File: config.mk
export PLATFORM = sky130hd
export DESIGN_NAME = tree_node_loader_flat
export DESIGN_NICKNAME = d
export VERILOG_FILES = /design/src/rtl/tree_node_loader_if.sv /design/src/rtl/tree_node_loader.sv /design/src/flat_wrapper.sv
export SDC_FILE = /design/constraint.sdc
export NUM_CORES = 1
export LEC_CHECK = 0
export BUFFER_PORTS_ARGS = -buffer_cell sky130_fd_sc_hd__clkbuf_2
export CORE_UTILIZATION = 43
export DETAILED_ROUTE_END_ITERATION = 10
export PLACE_DENSITY = 0.72
export SLEW_MARGIN = 15
export SYNTH_ARGS = -nofsm -noshare
export SYNTH_HDL_FRONTEND = slang
export SYNTH_SLANG_ARGS = --single-unit
File: constraint.sdc
create_clock -name clk -period 6.9 [get_ports clk]
set_input_delay 1.38 -clock clk [delete_from_list [all_inputs] [get_ports clk]]
set_output_delay 1.38 -clock clk [all_outputs]
set_load 0.02 [all_outputs]
File: src/rtl/tree_node_loader_if.sv
`timescale 1ns/1ps
// Bundle of the loader's command, node-data, BRAM-port and status signals.
// The slave side is the loader; the master side is the host plus level BRAMs.
interface tree_node_loader_if #(
    parameter int NODE_WIDTH = 40,
    parameter int NODE_ADDR  = 9,
    parameter int LEVELS     = 4,
    parameter int LEVEL_SEL  = 2
);
    logic                         cmd_valid;
    logic                         cmd_ready;
    logic [LEVEL_SEL-1:0]         cmd_level;
    logic [NODE_ADDR-1:0]         cmd_base;
    logic [NODE_ADDR:0]           cmd_count;
    logic [NODE_WIDTH-1:0]        data_in;
    logic                         data_valid;
    logic                         data_ready;
    logic [LEVELS-1:0]            wr_we;
    logic [NODE_ADDR-1:0]         wr_addr;
    logic [NODE_WIDTH-1:0]        wr_din;
    logic [LEVELS*NODE_WIDTH-1:0] rd_dout;
    logic                         busy;
    logic                         done;
    logic                         err;

    modport master (
        output cmd_valid, cmd_level, cmd_base, cmd_count, data_in, data_valid, rd_dout,
        input  cmd_ready, data_ready, wr_we, wr_addr, wr_din, busy, done, err
    );

    modport slave (
        input  cmd_valid, cmd_level, cmd_base, cmd_count, data_in, data_valid, rd_dout,
        output cmd_ready, data_ready, wr_we, wr_addr, wr_din, busy, done, err
    );
endinterface

File: src/rtl/tree_node_loader.sv
`timescale 1ns/1ps
// Loads a run of node words into one level BRAM, reads the run back through
// the shared port and compares XOR checksums of what was written and read.
//
// state    | meaning
// IDLE     | waiting for a command, cmd_ready high
// WRITE    | accepting node words, one BRAM write per accepted word
// VERIFY   | issuing one read per cycle over the written range
// DRAIN    | waiting for outstanding reads to return
// DONE     | one-cycle done pulse, err reports range or checksum failure
module tree_node_loader #(
    parameter int NODE_WIDTH = 40,
    parameter int NODE_ADDR  = 9,
    parameter int LEVELS     = 4,
    parameter int LEVEL_SEL  = 2,
    parameter int RD_LATENCY = 2
) (
    input  logic                clk,
    input  logic                RST,
    tree_node_loader_if.slave   bus
);
    localparam int DEPTH = 1 << NODE_ADDR;

    typedef enum logic [2:0] {
        S_IDLE,
        S_WRITE,
        S_VERIFY,
        S_DRAIN,
        S_DONE
    } state_t;

    state_t                  r_state;
    logic [LEVEL_SEL-1:0]    r_level;
    logic [NODE_ADDR-1:0]    r_base;
    logic [NODE_ADDR:0]      r_count;
    logic [NODE_ADDR:0]      r_wr_idx;
    logic [NODE_ADDR:0]      r_rd_idx;
    logic [NODE_WIDTH-1:0]   r_wr_sum;
    logic [NODE_WIDTH-1:0]   r_rd_sum;
    logic                    r_range_err;
    logic [RD_LATENCY-1:0]   r_tag;
    logic                    r_rd_vld;
    logic [LEVELS-1:0]       r_wr_we;
    logic [NODE_ADDR-1:0]    r_wr_addr;
    logic [NODE_WIDTH-1:0]   r_wr_din;

    logic [NODE_ADDR+1:0]    w_end;
    logic                    w_range_bad;
    logic [NODE_ADDR:0]      w_last;
    logic [LEVELS-1:0]       w_level_oh;
    logic [NODE_WIDTH-1:0]   w_rd_word;

    // The end address is formed one bit wider than the count so an oversized
    // count cannot wrap around and slip past the range check.
    assign w_end       = {2'b00, bus.cmd_base} + {1'b0, bus.cmd_count};
    assign w_range_bad = (bus.cmd_count == '0) || (w_end > (NODE_ADDR+2)'(DEPTH));
    assign w_last      = r_count - (NODE_ADDR+1)'(1);
    assign w_level_oh  = LEVELS'(1) << r_level;

    // Pick the read-data slice of the level being loaded.
    always_comb begin
        w_rd_word = '0;
        for (int i = 0; i < LEVELS; i++) begin
            if (r_level == LEVEL_SEL'(i)) begin
                w_rd_word = bus.rd_dout[i*NODE_WIDTH +: NODE_WIDTH];
            end
        end
    end

    // Load sequencer: state, registered BRAM port, read tags and checksums.
    always_ff @(posedge clk) begin
        if (RST) begin
            r_state     <= S_IDLE;
            r_level     <= '0;
            r_base      <= '0;
            r_count     <= '0;
            r_wr_idx    <= '0;
            r_rd_idx    <= '0;
            r_wr_sum    <= '0;
            r_rd_sum    <= '0;
            r_range_err <= 1'b0;
            r_tag       <= '0;
            r_rd_vld    <= 1'b0;
            r_wr_we     <= '0;
            r_wr_addr   <= '0;
            r_wr_din    <= '0;
        end else begin
            r_wr_we  <= '0;
            r_tag    <= r_tag << 1;
            r_rd_vld <= r_tag[RD_LATENCY-1];
            if (r_rd_vld) begin
                r_rd_sum <= r_rd_sum ^ w_rd_word;
            end

            case (r_state)
                S_IDLE: begin
                    if (bus.cmd_valid) begin
                        r_level     <= bus.cmd_level;
                        r_base      <= bus.cmd_base;
                        r_count     <= bus.cmd_count;
                        r_wr_idx    <= '0;
                        r_rd_idx    <= '0;
                        r_wr_sum    <= '0;
                        r_rd_sum    <= '0;
                        r_range_err <= w_range_bad;
                        r_state     <= w_range_bad ? S_DONE : S_WRITE;
                    end
                end
                S_WRITE: begin
                    if (bus.data_valid) begin
                        r_wr_we   <= w_level_oh;
                        r_wr_addr <= r_base + r_wr_idx[NODE_ADDR-1:0];
                        r_wr_din  <= bus.data_in;
                        r_wr_sum  <= r_wr_sum ^ bus.data_in;
                        r_wr_idx  <= r_wr_idx + (NODE_ADDR+1)'(1);
                        if (r_wr_idx == w_last) begin
                            r_state <= S_VERIFY;
                        end
                    end
                end
                S_VERIFY: begin
                    r_wr_addr <= r_base + r_rd_idx[NODE_ADDR-1:0];
                    r_tag[0]  <= 1'b1;
                    r_rd_idx  <= r_rd_idx + (NODE_ADDR+1)'(1);
                    if (r_rd_idx == w_last) begin
                        r_state <= S_DRAIN;
                    end
                end
                S_DRAIN: begin
                    // The read leaving the tag chain now is folded in this
                    // same cycle, so the sum is complete in DONE.
                    if (r_tag == '0) begin
                        r_state <= S_DONE;
                    end
                end
                S_DONE: begin
                    r_state <= S_IDLE;
                end
                default: begin
                    r_state <= S_IDLE;
                end
            endcase
        end
    end

    assign bus.cmd_ready  = (r_state == S_IDLE);
    assign bus.data_ready = (r_state == S_WRITE);
    assign bus.busy       = (r_state != S_IDLE);
    assign bus.done       = (r_state == S_DONE);
    assign bus.err        = (r_state == S_DONE) && (r_range_err || (r_wr_sum != r_rd_sum));
    assign bus.wr_we      = r_wr_we;
    assign bus.wr_addr    = r_wr_addr;
    assign bus.wr_din     = r_wr_din;
endmodule

File: src/flat_wrapper.sv
// flat-port wrapper written by rule: the top's interface ports become plain ports
module tree_node_loader_flat 
#(
    parameter int NODE_WIDTH = 40,
    parameter int NODE_ADDR  = 9,
    parameter int LEVELS     = 4,
    parameter int LEVEL_SEL  = 2,
    parameter int RD_LATENCY = 2
)
  (clk, RST, bus_cmd_valid, bus_cmd_level, bus_cmd_base, bus_cmd_count, bus_data_in, bus_data_valid, bus_rd_dout, bus_cmd_ready, bus_data_ready, bus_wr_we, bus_wr_addr, bus_wr_din, bus_busy, bus_done, bus_err);
  tree_node_loader_if #(.NODE_WIDTH(NODE_WIDTH), .NODE_ADDR(NODE_ADDR), .LEVELS(LEVELS), .LEVEL_SEL(LEVEL_SEL)) bus_i ();
  input  logic clk;
  input  logic RST;
  input wire logic [$bits(bus_i.cmd_valid)-1:0] bus_cmd_valid;
  input wire logic [$bits(bus_i.cmd_level)-1:0] bus_cmd_level;
  input wire logic [$bits(bus_i.cmd_base)-1:0] bus_cmd_base;
  input wire logic [$bits(bus_i.cmd_count)-1:0] bus_cmd_count;
  input wire logic [$bits(bus_i.data_in)-1:0] bus_data_in;
  input wire logic [$bits(bus_i.data_valid)-1:0] bus_data_valid;
  input wire logic [$bits(bus_i.rd_dout)-1:0] bus_rd_dout;
  output wire logic [$bits(bus_i.cmd_ready)-1:0] bus_cmd_ready;
  output wire logic [$bits(bus_i.data_ready)-1:0] bus_data_ready;
  output wire logic [$bits(bus_i.wr_we)-1:0] bus_wr_we;
  output wire logic [$bits(bus_i.wr_addr)-1:0] bus_wr_addr;
  output wire logic [$bits(bus_i.wr_din)-1:0] bus_wr_din;
  output wire logic [$bits(bus_i.busy)-1:0] bus_busy;
  output wire logic [$bits(bus_i.done)-1:0] bus_done;
  output wire logic [$bits(bus_i.err)-1:0] bus_err;
  assign bus_i.cmd_valid = bus_cmd_valid;
  assign bus_i.cmd_level = bus_cmd_level;
  assign bus_i.cmd_base = bus_cmd_base;
  assign bus_i.cmd_count = bus_cmd_count;
  assign bus_i.data_in = bus_data_in;
  assign bus_i.data_valid = bus_data_valid;
  assign bus_i.rd_dout = bus_rd_dout;
  assign bus_cmd_ready = bus_i.cmd_ready;
  assign bus_data_ready = bus_i.data_ready;
  assign bus_wr_we = bus_i.wr_we;
  assign bus_wr_addr = bus_i.wr_addr;
  assign bus_wr_din = bus_i.wr_din;
  assign bus_busy = bus_i.busy;
  assign bus_done = bus_i.done;
  assign bus_err = bus_i.err;
  tree_node_loader #(.NODE_WIDTH(NODE_WIDTH), .NODE_ADDR(NODE_ADDR), .LEVELS(LEVELS), .LEVEL_SEL(LEVEL_SEL), .RD_LATENCY(RD_LATENCY)) u_core (.clk(clk), .RST(RST), .bus(bus_i));
endmodule
==> flow_metrics.env, run 1 <==
export IMPL_antenna_found_initial=0
export IMPL_max_freq_ghz=0.2693
export IMPL_rsz0062_at_grt="no"
export IMPL_die_h_um=150.9
export IMPL_syn2layout_area_growth_pct=22.49
export IMPL_drt_pre_antenna_iters=5
export IMPL_clkSinkCount=181
export IMPL_synth_cells=1113
export IMPL_synth_ff_type="dfxtp_1"
export IMPL_initial_utilization=0.4380
export IMPL_post_route_period_util=0.5382
export IMPL_mostFrequentLayoutCells="clkbuf_2, nand2_1, dfxtp_1"
export IMPL_insertion_delay_ns=0.44
export IMPL_fillCellCount=2058
export IMPL_layout_nets=1600
export IMPL_fin_area_um2=11670
export IMPL_setup_violations=0
export IMPL_routedWlPerCell_um=16.27
export IMPL_die_x_um=150.9
export IMPL_relSlewSlack=0.1840
export IMPL_die_area_um2=22760
export IMPL_skew_ns=0.01965
export IMPL_final_common_cell="clkbuf_2"
export IMPL_wirelength_um=26780
export IMPL_cap_violations=0
export IMPL_fp_row_count=54
export IMPL_worst_pin_slew_ns=1.224
export IMPL_yosys_warnings=0
export IMPL_crit_fanout=3
export IMPL_hold_buffers=0
export IMPL_hpwl_um=19860
export IMPL_rrSetupSlack_ns=3.38
export IMPL_slew_violations=0
export IMPL_synthArstFlopShare=0
export IMPL_ys_seq_area_frac=0.3803
export IMPL_cp_end_kind="flip-flop"
export IMPL_core_area_um2=21760
export IMPL_period_minus_slack_ns=3.713
export IMPL_ys_types=62
export IMPL_finalHoldViolCount=0
export IMPL_status="complete, no violations"
export IMPL_numCtsBuffers=17
export IMPL_critical_path_arrival_ns=4.07
export IMPL_place_gp_congestion=0.8669
export IMPL_drive_gt1_frac=0.2753
export IMPL_clockRootBuffer="clkbuf_16"
export IMPL_pin_count=283
export IMPL_start_kind="primary input"
export IMPL_powerDensity_nw_per_um2=280.1
export IMPL_setup_tns_ns=0
export IMPL_synth_avg_cell_area_um2=8.562
export IMPL_syn_area_um2=9529
export IMPL_path_clk_slew_ns=0.07
export IMPL_vias=8581
export IMPL_cts_max_path_buffers=2
export IMPL_grt_overflow=0
export IMPL_grt_pass1_wl_um=40340
export IMPL_grt_usage=0.2304
export IMPL_grt_max_degree=93
export IMPL_synth_seq_cells=181
export IMPL_ant_nets=0
export IMPL_cts_htree_levels=4
export IMPL_cts_resized=0
export IMPL_post_dp_cell_area_um2=11070
export IMPL_grt_pass1_vias=7674
export IMPL_holdWs_ns=0.4499
export IMPL_leakage_uw=0.005091
export IMPL_drc=0
export IMPL_crit_required_ns=7.25
export IMPL_first_iter_violations=554
export IMPL_vias_per_cell=5.213
export IMPL_cts_tree="yes"
export IMPL_syn_num_nets=1360
export IMPL_numPortBuffers=282
export IMPL_criticalPathCategory="in -> reg"
export IMPL_insertedDiodeCount=0
export IMPL_post_cts_buffers=0
export IMPL_synth_edf_count=0
export IMPL_hp_class="reg -> reg"
export IMPL_ir_drop_uv=180.0
==> registers in the layout (all words and copies together), names as in the netlist <==
register / count
u_core.bus.wr_we: 4
u_core.r_base: 9
u_core.r_count: 10
u_core.r_range_err: 1
u_core.bus.wr_addr: 9
u_core.bus.wr_din: 40
u_core.r_level: 2
u_core.r_rd_sum: 40
u_core.r_state: 3
u_core.r_rd_vld: 1
u_core.r_wr_sum: 40
u_core.r_wr_idx: 10
u_core.r_rd_idx: 10
u_core.r_tag: 2
==> final timing paths <==
path,from,endpoint,cells after the start
hold / removal,u_core.bus.wr_addr[0],u_core.bus.wr_addr[0],2
hold reg to reg,u_core.bus.wr_addr[0],u_core.bus.wr_addr[0],2
setup / recovery,bus_cmd_base[0],u_core.r_state[0],11
setup reg to reg,u_core.r_state[0],u_core.r_wr_idx[9],6
==> routing by layer <==
layer  wire length [um]  part of all wire  GRT usage  vias to the layer above
li1                   -                 -          -                     4245
met1              12700              0.47     0.3320                     4027
met2              11910              0.44     0.3454                      285
met3               1679             0.063    0.04398                       24
met4                488             0.018    0.07000                        0
met5                  0                 0          0                        -
==> cells by family after synthesis <==
family	count (synthesis)	synth area share
flops	181	0.3803
compound gates	157	0.09861
buf+inv	79	0.03361
fa+ha+maj	22	0.03046
simple gates	473	0.2142
xor+xnor	158	0.1452
mux	43	0.09769
==> worst max-delay path: stages <==
cell,delay (ns)
clkbuf_2,0.11
ha_1,0.16
inv_1,0.05
fa_1,0.41
xnor2_1,0.14
a2111oi_0,0.38
o211ai_1,0.13
a221o_1,0.29
a2111oi_1,0.57
o21ai_0,0.19
a211oi_1,0.25
==> metrics by stage <==
stage	util	setup slack, ns	instances	power (uW)
3_3_place_gp	0.5090	2.873	1614	2279
6_report	0.5365	3.187	1646	3270
5_1_grt	0.5365	2.940	1646	3443
2_1_floorplan	-	3.216	1113	1995
4_1_cts	0.5365	3.218	1646	3285
3_5_place_dp	0.5090	2.781	1614	2296
==> cell type report <==
cell class              instances  area (um^2)  share of cell area
clock inverters                14        168.9             0.01447
repair buffers                286         1444              0.1237
inverters                      14        52.55            0.004502
multi-input cells             853         5602              0.4799
flip-flops and latches        181         3626              0.3106
well taps                     280        350.3             0.03001
clock buffers                  18        429.2             0.03677
==> synth_stat cells (all sizes together), types with 5 or more instances <==
library cell / count / area [um^2]
a211oi: 7 / 52.55
a21oi: 90 / 450.4
buf: 12 / 58.80
clkbuf: 53 / 209.0
dfxtp: 181 / 3623
ha: 20 / 250.2
inv: 14 / 52.55
mux4: 40 / 900.9
nand2: 257 / 964.7
nand3: 23 / 115.1
nand4: 7 / 43.79
nor2: 118 / 442.9
nor2b: 6 / 37.54
nor3: 10 / 55.05
nor4: 17 / 127.6
o211ai: 5 / 37.54
o21ai: 17 / 85.08
or2: 5 / 31.28
or3: 8 / 50.05
xnor2: 30 / 262.8
xor2: 128 / 1121
==> power breakdown <==
part | switching (uW) | internal, uW | leakage [uW]
registers | 129 | 1140 | 0.00147
clock network | 446 | 545 | 0.000277
logic | 577 | 427 | 0.00334
Note: power is estimated with default switching activity, not from simulation.
==> run 2: changes to the inputs <==
==> constraint.sdc (replaced) <==
create_clock -name clk -period 3.66 [get_ports clk]
set_input_delay 0.732 -clock clk [delete_from_list [all_inputs] [get_ports clk]]
set_output_delay 0.732 -clock clk [all_outputs]
set_load 0.02 [all_outputs]
==> flow_metrics.env, run 2 (synthesis gave the netlist of run 1 again) <==
export IMPL_cp_end_kind="flip-flop"
export IMPL_drc=0
export IMPL_cts_resized=0
export IMPL_fin_ws_ns=0.6323
export IMPL_cts_tree="yes"
export IMPL_drt_met1_wl_um=12870
export IMPL_place_gp_congestion=0.9007
export IMPL_criticalPathCategory="in -> reg"
export IMPL_whs_path_depth=2
export IMPL_pin_count=283
export IMPL_die_x_um=150.9
export IMPL_slew_violations=0
export IMPL_die_area_um2=22760
export IMPL_min_delay_start="u_core.bus.wr_addr[1]"
export IMPL_rsz0062_at_grt="no"
export IMPL_route_met2_wl_um=12130
export IMPL_hold_buffers=0
export IMPL_period_minus_slack_ns=3.028
export IMPL_start_kind="primary input"
export IMPL_rrSetupSlack_ns=0.73
export IMPL_antenna_found_initial=0
export IMPL_pre_cts_ws_ns=0.1949
export IMPL_crit_required_ns=4.01
export IMPL_numPortBuffers=282
export IMPL_first_iter_violations=544
export IMPL_leakage_uw=0.005126
export IMPL_setup_tns_ns=0
export IMPL_clockRootBuffer="clkbuf_16"
export IMPL_relSlewSlack=0.2454
export IMPL_drt_pre_antenna_iters=5
export IMPL_ant_nets=0
export IMPL_ir_drop_uv=313.0
export IMPL_crit_chain="clkbuf_2, ha_1, inv_1, fa_1, xnor2_1, a2111oi_0, o211ai_1, a221o_1, a2111oi_1, o21ai_0, a211oi_1"
export IMPL_post_route_period_util=0.8272
export IMPL_crit_fanout=3
export IMPL_setup_violations=0
export IMPL_grt_pass1_wl_um=40780
export IMPL_hpwl_um=20360
export IMPL_top_layer="met4"
export IMPL_grt_pass1_vias=7722
export IMPL_drive_gt1_frac=0.2779
export IMPL_hp_class="reg -> reg"
export IMPL_clkSinkCount=181
export IMPL_layout_nets=1606
export IMPL_insertedDiodeCount=0
export IMPL_fp_row_count=54
export IMPL_core_area_um2=21760
export IMPL_vias_per_cell=5.196
export IMPL_cpLargestDelayFamily="compound AO/OA/AOI/OAI gates"
export IMPL_die_h_um=150.9
export IMPL_powerDensity_nw_per_um2=525.7
export IMPL_status="complete, no violations"
export IMPL_critPathMaxStageDelay_ns=0.49
export IMPL_skew_ns=0.01416
export IMPL_hold_end="u_core.bus.wr_addr[1]"
export IMPL_finalHoldViolCount=0
export IMPL_wirelength_um=27030
export IMPL_ff2ff_path_depth=13
export IMPL_grt_overflow=0
export IMPL_grt_max_degree=89
export IMPL_worst_pin_slew_ns=1.132
export IMPL_syn2layout_area_growth_pct=22.85
export IMPL_critPathSlowestCell="a2111oi_1"
export IMPL_mostFrequentLayoutCells="clkbuf_2, nand2_1, dfxtp_1"
export IMPL_cts_htree_levels=4
export IMPL_numCtsBuffers=17
export IMPL_max_freq_ghz=0.3303
export IMPL_timing_rr_end="u_core.bus.wr_addr[7]"
export IMPL_path_clk_slew_ns=0.07
export IMPL_cp_num_buf_inv=2
export IMPL_timing_rr_start="u_core.r_state[2]"
export IMPL_vias=8578
export IMPL_cap_violations=0
export IMPL_wl_met3_um=1582
export IMPL_initial_utilization=0.4380
export IMPL_critical_path_arrival_ns=3.38
export IMPL_final_common_cell="clkbuf_2"
export IMPL_grt_usage=0.2327
export IMPL_insertion_delay_ns=0.43
export IMPL_cts_max_path_buffers=2
export IMPL_routedWlPerCell_um=16.37
export IMPL_post_cts_buffers=0
==> run 2: cell types whose count changed in the layout (fill, tap and decap cells not counted) <==
cell,delta
bufinv_16,-1
buf_4,+6
clkinvlp_4,-3
clkinv_8,+2
nor2_2,-1
nor2_1,+1
inv_6,+3
inv_8,-1
clkbuf_1,-1
==> run 2: how the worst max path moves through the flow <==
stage	cells after the start	endpoint	start	slack (ns)
final	11	u_core.r_state[0]	bus_cmd_count[0]	0.63
after global routing	11	u_core.r_state[0]	bus_cmd_count[0]	0.38
after CTS	11	u_core.r_state[0]	bus_cmd_count[0]	0.65
after detailed placement	11	u_core.r_state[0]	bus_cmd_count[0]	0.19
after global placement	11	u_core.r_state[0]	bus_cmd_count[0]	0.27
after floorplan	10	u_core.r_state[0]	bus_cmd_count[0]	0.62
==> run 2: worst register-to-register path: cells and delay by family (launching register included) <==
kind            cells  cell delay [ns]
simple gates        6             1.13
compound gates      5             0.88
flops               1             0.44
fa+ha+maj           1             0.21
buf+inv             1             0.20
==> run 2: per-stage QoR <==
stage	total power [uW]	hold slack, ns	std cells	instance area [um^2]	utilization
floorplan	3761	0.4387	1113	9529	-
global placement	4341	0.4391	1620	11120	0.5110
detailed placement	4351	0.4445	1620	11120	0.5110
CTS	6188	0.4530	1651	11710	0.5381
global route	6495	0.4733	1651	11710	0.5381
finish	6154	0.4529	1651	11710	0.5381
==> run 2: routing by layer <==
metal  vias to the layer above  GRT usage
met5                         -          0
met4                         0    0.07050
met3                        24    0.03765
met2                       300     0.3518
met1                      3983     0.3374
li1                       4271          -
==> run 2: final cells by class <==
class                   instances  area, um^2
clock buffers                  17       425.4
clock inverters                14       163.9
fillers                      2063       10050
inverters                      14       52.55
multi-input cells             853        5599
flip-flops and latches        181        3626
well taps                     280       350.3
repair buffers                292        1489
==> run 2: report_power, final <==
group	switching [uW]	internal [uW]	total, uW
logic	1110	820	1930
clock network	864	971	1830
registers	236	2160	2390
total	2210	3950	6150
==> run 3: changes to the inputs <==
--- a/config.mk
+++ b/config.mk
@@ -5,6 +5,7 @@
 export SDC_FILE = /design/constraint.sdc
 export NUM_CORES = 1
 export LEC_CHECK = 0
+export ABC_AREA = 1
 export BUFFER_PORTS_ARGS = -buffer_cell sky130_fd_sc_hd__clkbuf_2
 export CORE_UTILIZATION = 43
 export DETAILED_ROUTE_END_ITERATION = 10
==> constraint.sdc (replaced) <==
create_clock -name clk -period 3 [get_ports clk]
set_input_delay 0.6 -clock clk [delete_from_list [all_inputs] [get_ports clk]]
set_output_delay 0.6 -clock clk [all_outputs]
set_load 0.02 [all_outputs]
==> flow_metrics.env, run 3 <==
export IMPL_route_met2_wl_um=14920
export IMPL_setup_tns_ns=0
export IMPL_drt_met1_wl_um=13270
export IMPL_final_common_cell="clkbuf_2"
export IMPL_muxShareOfSynthArea=0
export IMPL_synthSimpleGateAreaFrac=0.2498
export IMPL_ant_nets=0
export IMPL_skew_ns=0.01193
export IMPL_die_h_um=153.4
export IMPL_cts_max_path_buffers=2
export IMPL_layout_nets=1895
export IMPL_numPortBuffers=282
export IMPL_regArea_um2=3623
export IMPL_drive_gt1_frac=0.2240
export IMPL_place_gp_congestion=0.9403
export IMPL_drc=0
export IMPL_first_iter_violations=593
export IMPL_start_kind="flip-flop"
export IMPL_grt_max_degree=83
export IMPL_path_clk_slew_ns=0.07
export IMPL_synth_commonest_cells="dfxtp_1, nand2_1, inv_1, o21ai_0, nor2_1"
export IMPL_synth_cells=1399
export IMPL_synth_top_area_cell="dfxtp_1"
export IMPL_crit_required_ns=3.34
export IMPL_leakage_uw=0.005593
export IMPL_worst_pin_slew_ns=1.016
export IMPL_wirelength_um=30770
export IMPL_synth_ff_type="dfxtp_1"
export IMPL_synth_top_area_share=0.3677
export IMPL_period_minus_slack_ns=2.695
export IMPL_status="complete, no violations"
export IMPL_initial_utilization=0.4366
export IMPL_crit_fanout=4
export IMPL_drt_pre_antenna_iters=6
export IMPL_wl_met3_um=1847
export IMPL_clockRootBuffer="clkbuf_16"
export IMPL_ys_types=42
export IMPL_grt_overflow=0
export IMPL_relSlewSlack=0.3208
export IMPL_fp_row_count=55
export IMPL_routedWlPerCell_um=15.81
export IMPL_cap_violations=0
export IMPL_synth_area_top_cells="dfxtp_1, o21ai_0, nand2_1"
export IMPL_synth_most_common_cell="dfxtp_1"
export IMPL_grt_usage=0.2599
export IMPL_critical_path_arrival_ns=3.03
export IMPL_mostFrequentLayoutCells="clkbuf_2, dfxtp_1, nand2_1"
export IMPL_cts_htree_levels=4
export IMPL_synth_seq_cells=181
export IMPL_hp_class="in -> reg"
export IMPL_ys_seq_area_frac=0.3677
export IMPL_rsz0062_at_grt="no"
export IMPL_yosys_warnings=0
export IMPL_ir_drop_uv=517.0
export IMPL_crit_chain="inv_1, nor3_4, nand2_1, o21ai_0, inv_1, ha_1, fa_1, nand3_1, nand3_1, a21oi_1, o21ai_0, nand2_1, a21oi_1, o21ai_0, nand3_1, nand2_1, inv_1"
export IMPL_multi_input_area_um2=5358
export IMPL_synthXorXnorAreaFrac=0.05599
export IMPL_post_route_period_util=0.8983
export IMPL_top_layer="met4"
export IMPL_finalHoldViolCount=0
export IMPL_core_area_um2=22570
export IMPL_powerDensity_nw_per_um2=773.7
export IMPL_insertedDiodeCount=0
export IMPL_synthArstFlopShare=0
export IMPL_syn_num_nets=1646
export IMPL_grt_pass1_wl_um=48560
export IMPL_vias_per_cell=5.303
export IMPL_pin_count=283
export IMPL_synth_edf_count=0
export IMPL_die_x_um=153.4
export IMPL_vias=10320
export IMPL_grt_pass1_vias=9486
export IMPL_numCtsBuffers=17
export IMPL_finalPower_uw=9367
export IMPL_cp_end_kind="flip-flop"
export IMPL_cts_tree="yes"
export IMPL_slew_violations=0
export IMPL_insertion_delay_ns=0.43
export IMPL_syn_area_um2=9856
export IMPL_max_freq_ghz=0.3711
export IMPL_critPathSlowestCell="fa_1"
export IMPL_synth_top_family_by_area="simple AND/OR/NAND/NOR gates"
export IMPL_hpwl_um=23910
export IMPL_syn2layout_area_growth_pct=22.84
export IMPL_synth_avg_cell_area_um2=7.045
export IMPL_critPathMaxStageDelay_ns=0.43
export IMPL_antenna_found_initial=0
export IMPL_setup_violations=0
export IMPL_clkSinkCount=181
export IMPL_criticalPathCategory="reg -> reg"
export IMPL_synth_compound_area_frac=0.2067
export IMPL_fillCellCount=2251
export IMPL_die_area_um2=23530
export IMPL_synth_adder_area_share=0.02945
## run 3: cell type report
cell class                 instances  share of cell area
tap                              285             0.02945
clock buffer                      20             0.03772
clock inverter                    12             0.01251
inverter                         159             0.04930
timing repair buffer             299              0.1292
sequential                       181              0.2993
multi-input combinational        990              0.4425
## run 3: final timing paths
path,end,cells past startpoint,slack (ns),startpoint
worst max-delay path,u_core.bus.wr_addr[8],17,0.30,u_core.r_state[1]
worst min register to register,u_core.r_tag[1],2,0.42,u_core.r_tag[0]
worst max register to register,u_core.bus.wr_addr[8],17,0.30,u_core.r_state[1]
worst min-delay path,u_core.bus.wr_din[39],3,0.42,bus_data_in[39]
## run 3: timing repair
action                     4_1_cts  5_1_grt
hold buffers                     0        0
gates resized for setup          0        1
setup buffers                    0        0
hold endpoints to repair         0        0
setup endpoints to repair        0        1
## run 3: report_power, final
part / leakage, uW / internal [uW] / switching [uW]
sequential: 0.00147 / 2810 / 336
clock: 0.000297 / 1360 / 954
combinational: 0.00382 / 1290 / 2620
## run 3: kinds of logic (layout without fill, tap and decap cells)
logic type,Yosys count,after routing
xor gates and xnor gates,63,63
buffers and inverters,228,490
adders and majority gates,22,22
and+or+nand+nor,536,536
DFF,181,181
AOI/OAI and AO/OA,369,369
## run 3: metrics by stage
stage                       util  cells  setup slack, ns  hold slack (ns)  area, um^2
after CTS                 0.5361   1946           0.2681           0.4034       12100
final                     0.5364   1946           0.3050           0.4192       12110
after global routing      0.5364   1946          0.02484           0.4216       12110
after global placement    0.5091   1914           0.3253           0.4163       11490
after floorplan                -   1399           0.3361           0.4030        9856
after detailed placement  0.5091   1914           0.2952           0.4172       11490
## run 3: worst max-delay path, delay by kind of cell, from the launching register on
kind                       cells  cell delay [ns]
adders and majority gates      2             0.64
AOI/OAI and AO/OA              5             0.61
buffers and inverters          3             0.19
DFF                            1             0.36
and+or+nand+nor                7             0.81
## run 3: per-layer routing
metal / global-route usage / up-vias
met5: 0 / -
met4: 0.08714 / 0
met3: 0.04310 / 39
met2: 0.4486 / 352
met1: 0.3278 / 4705
li1: - / 5223
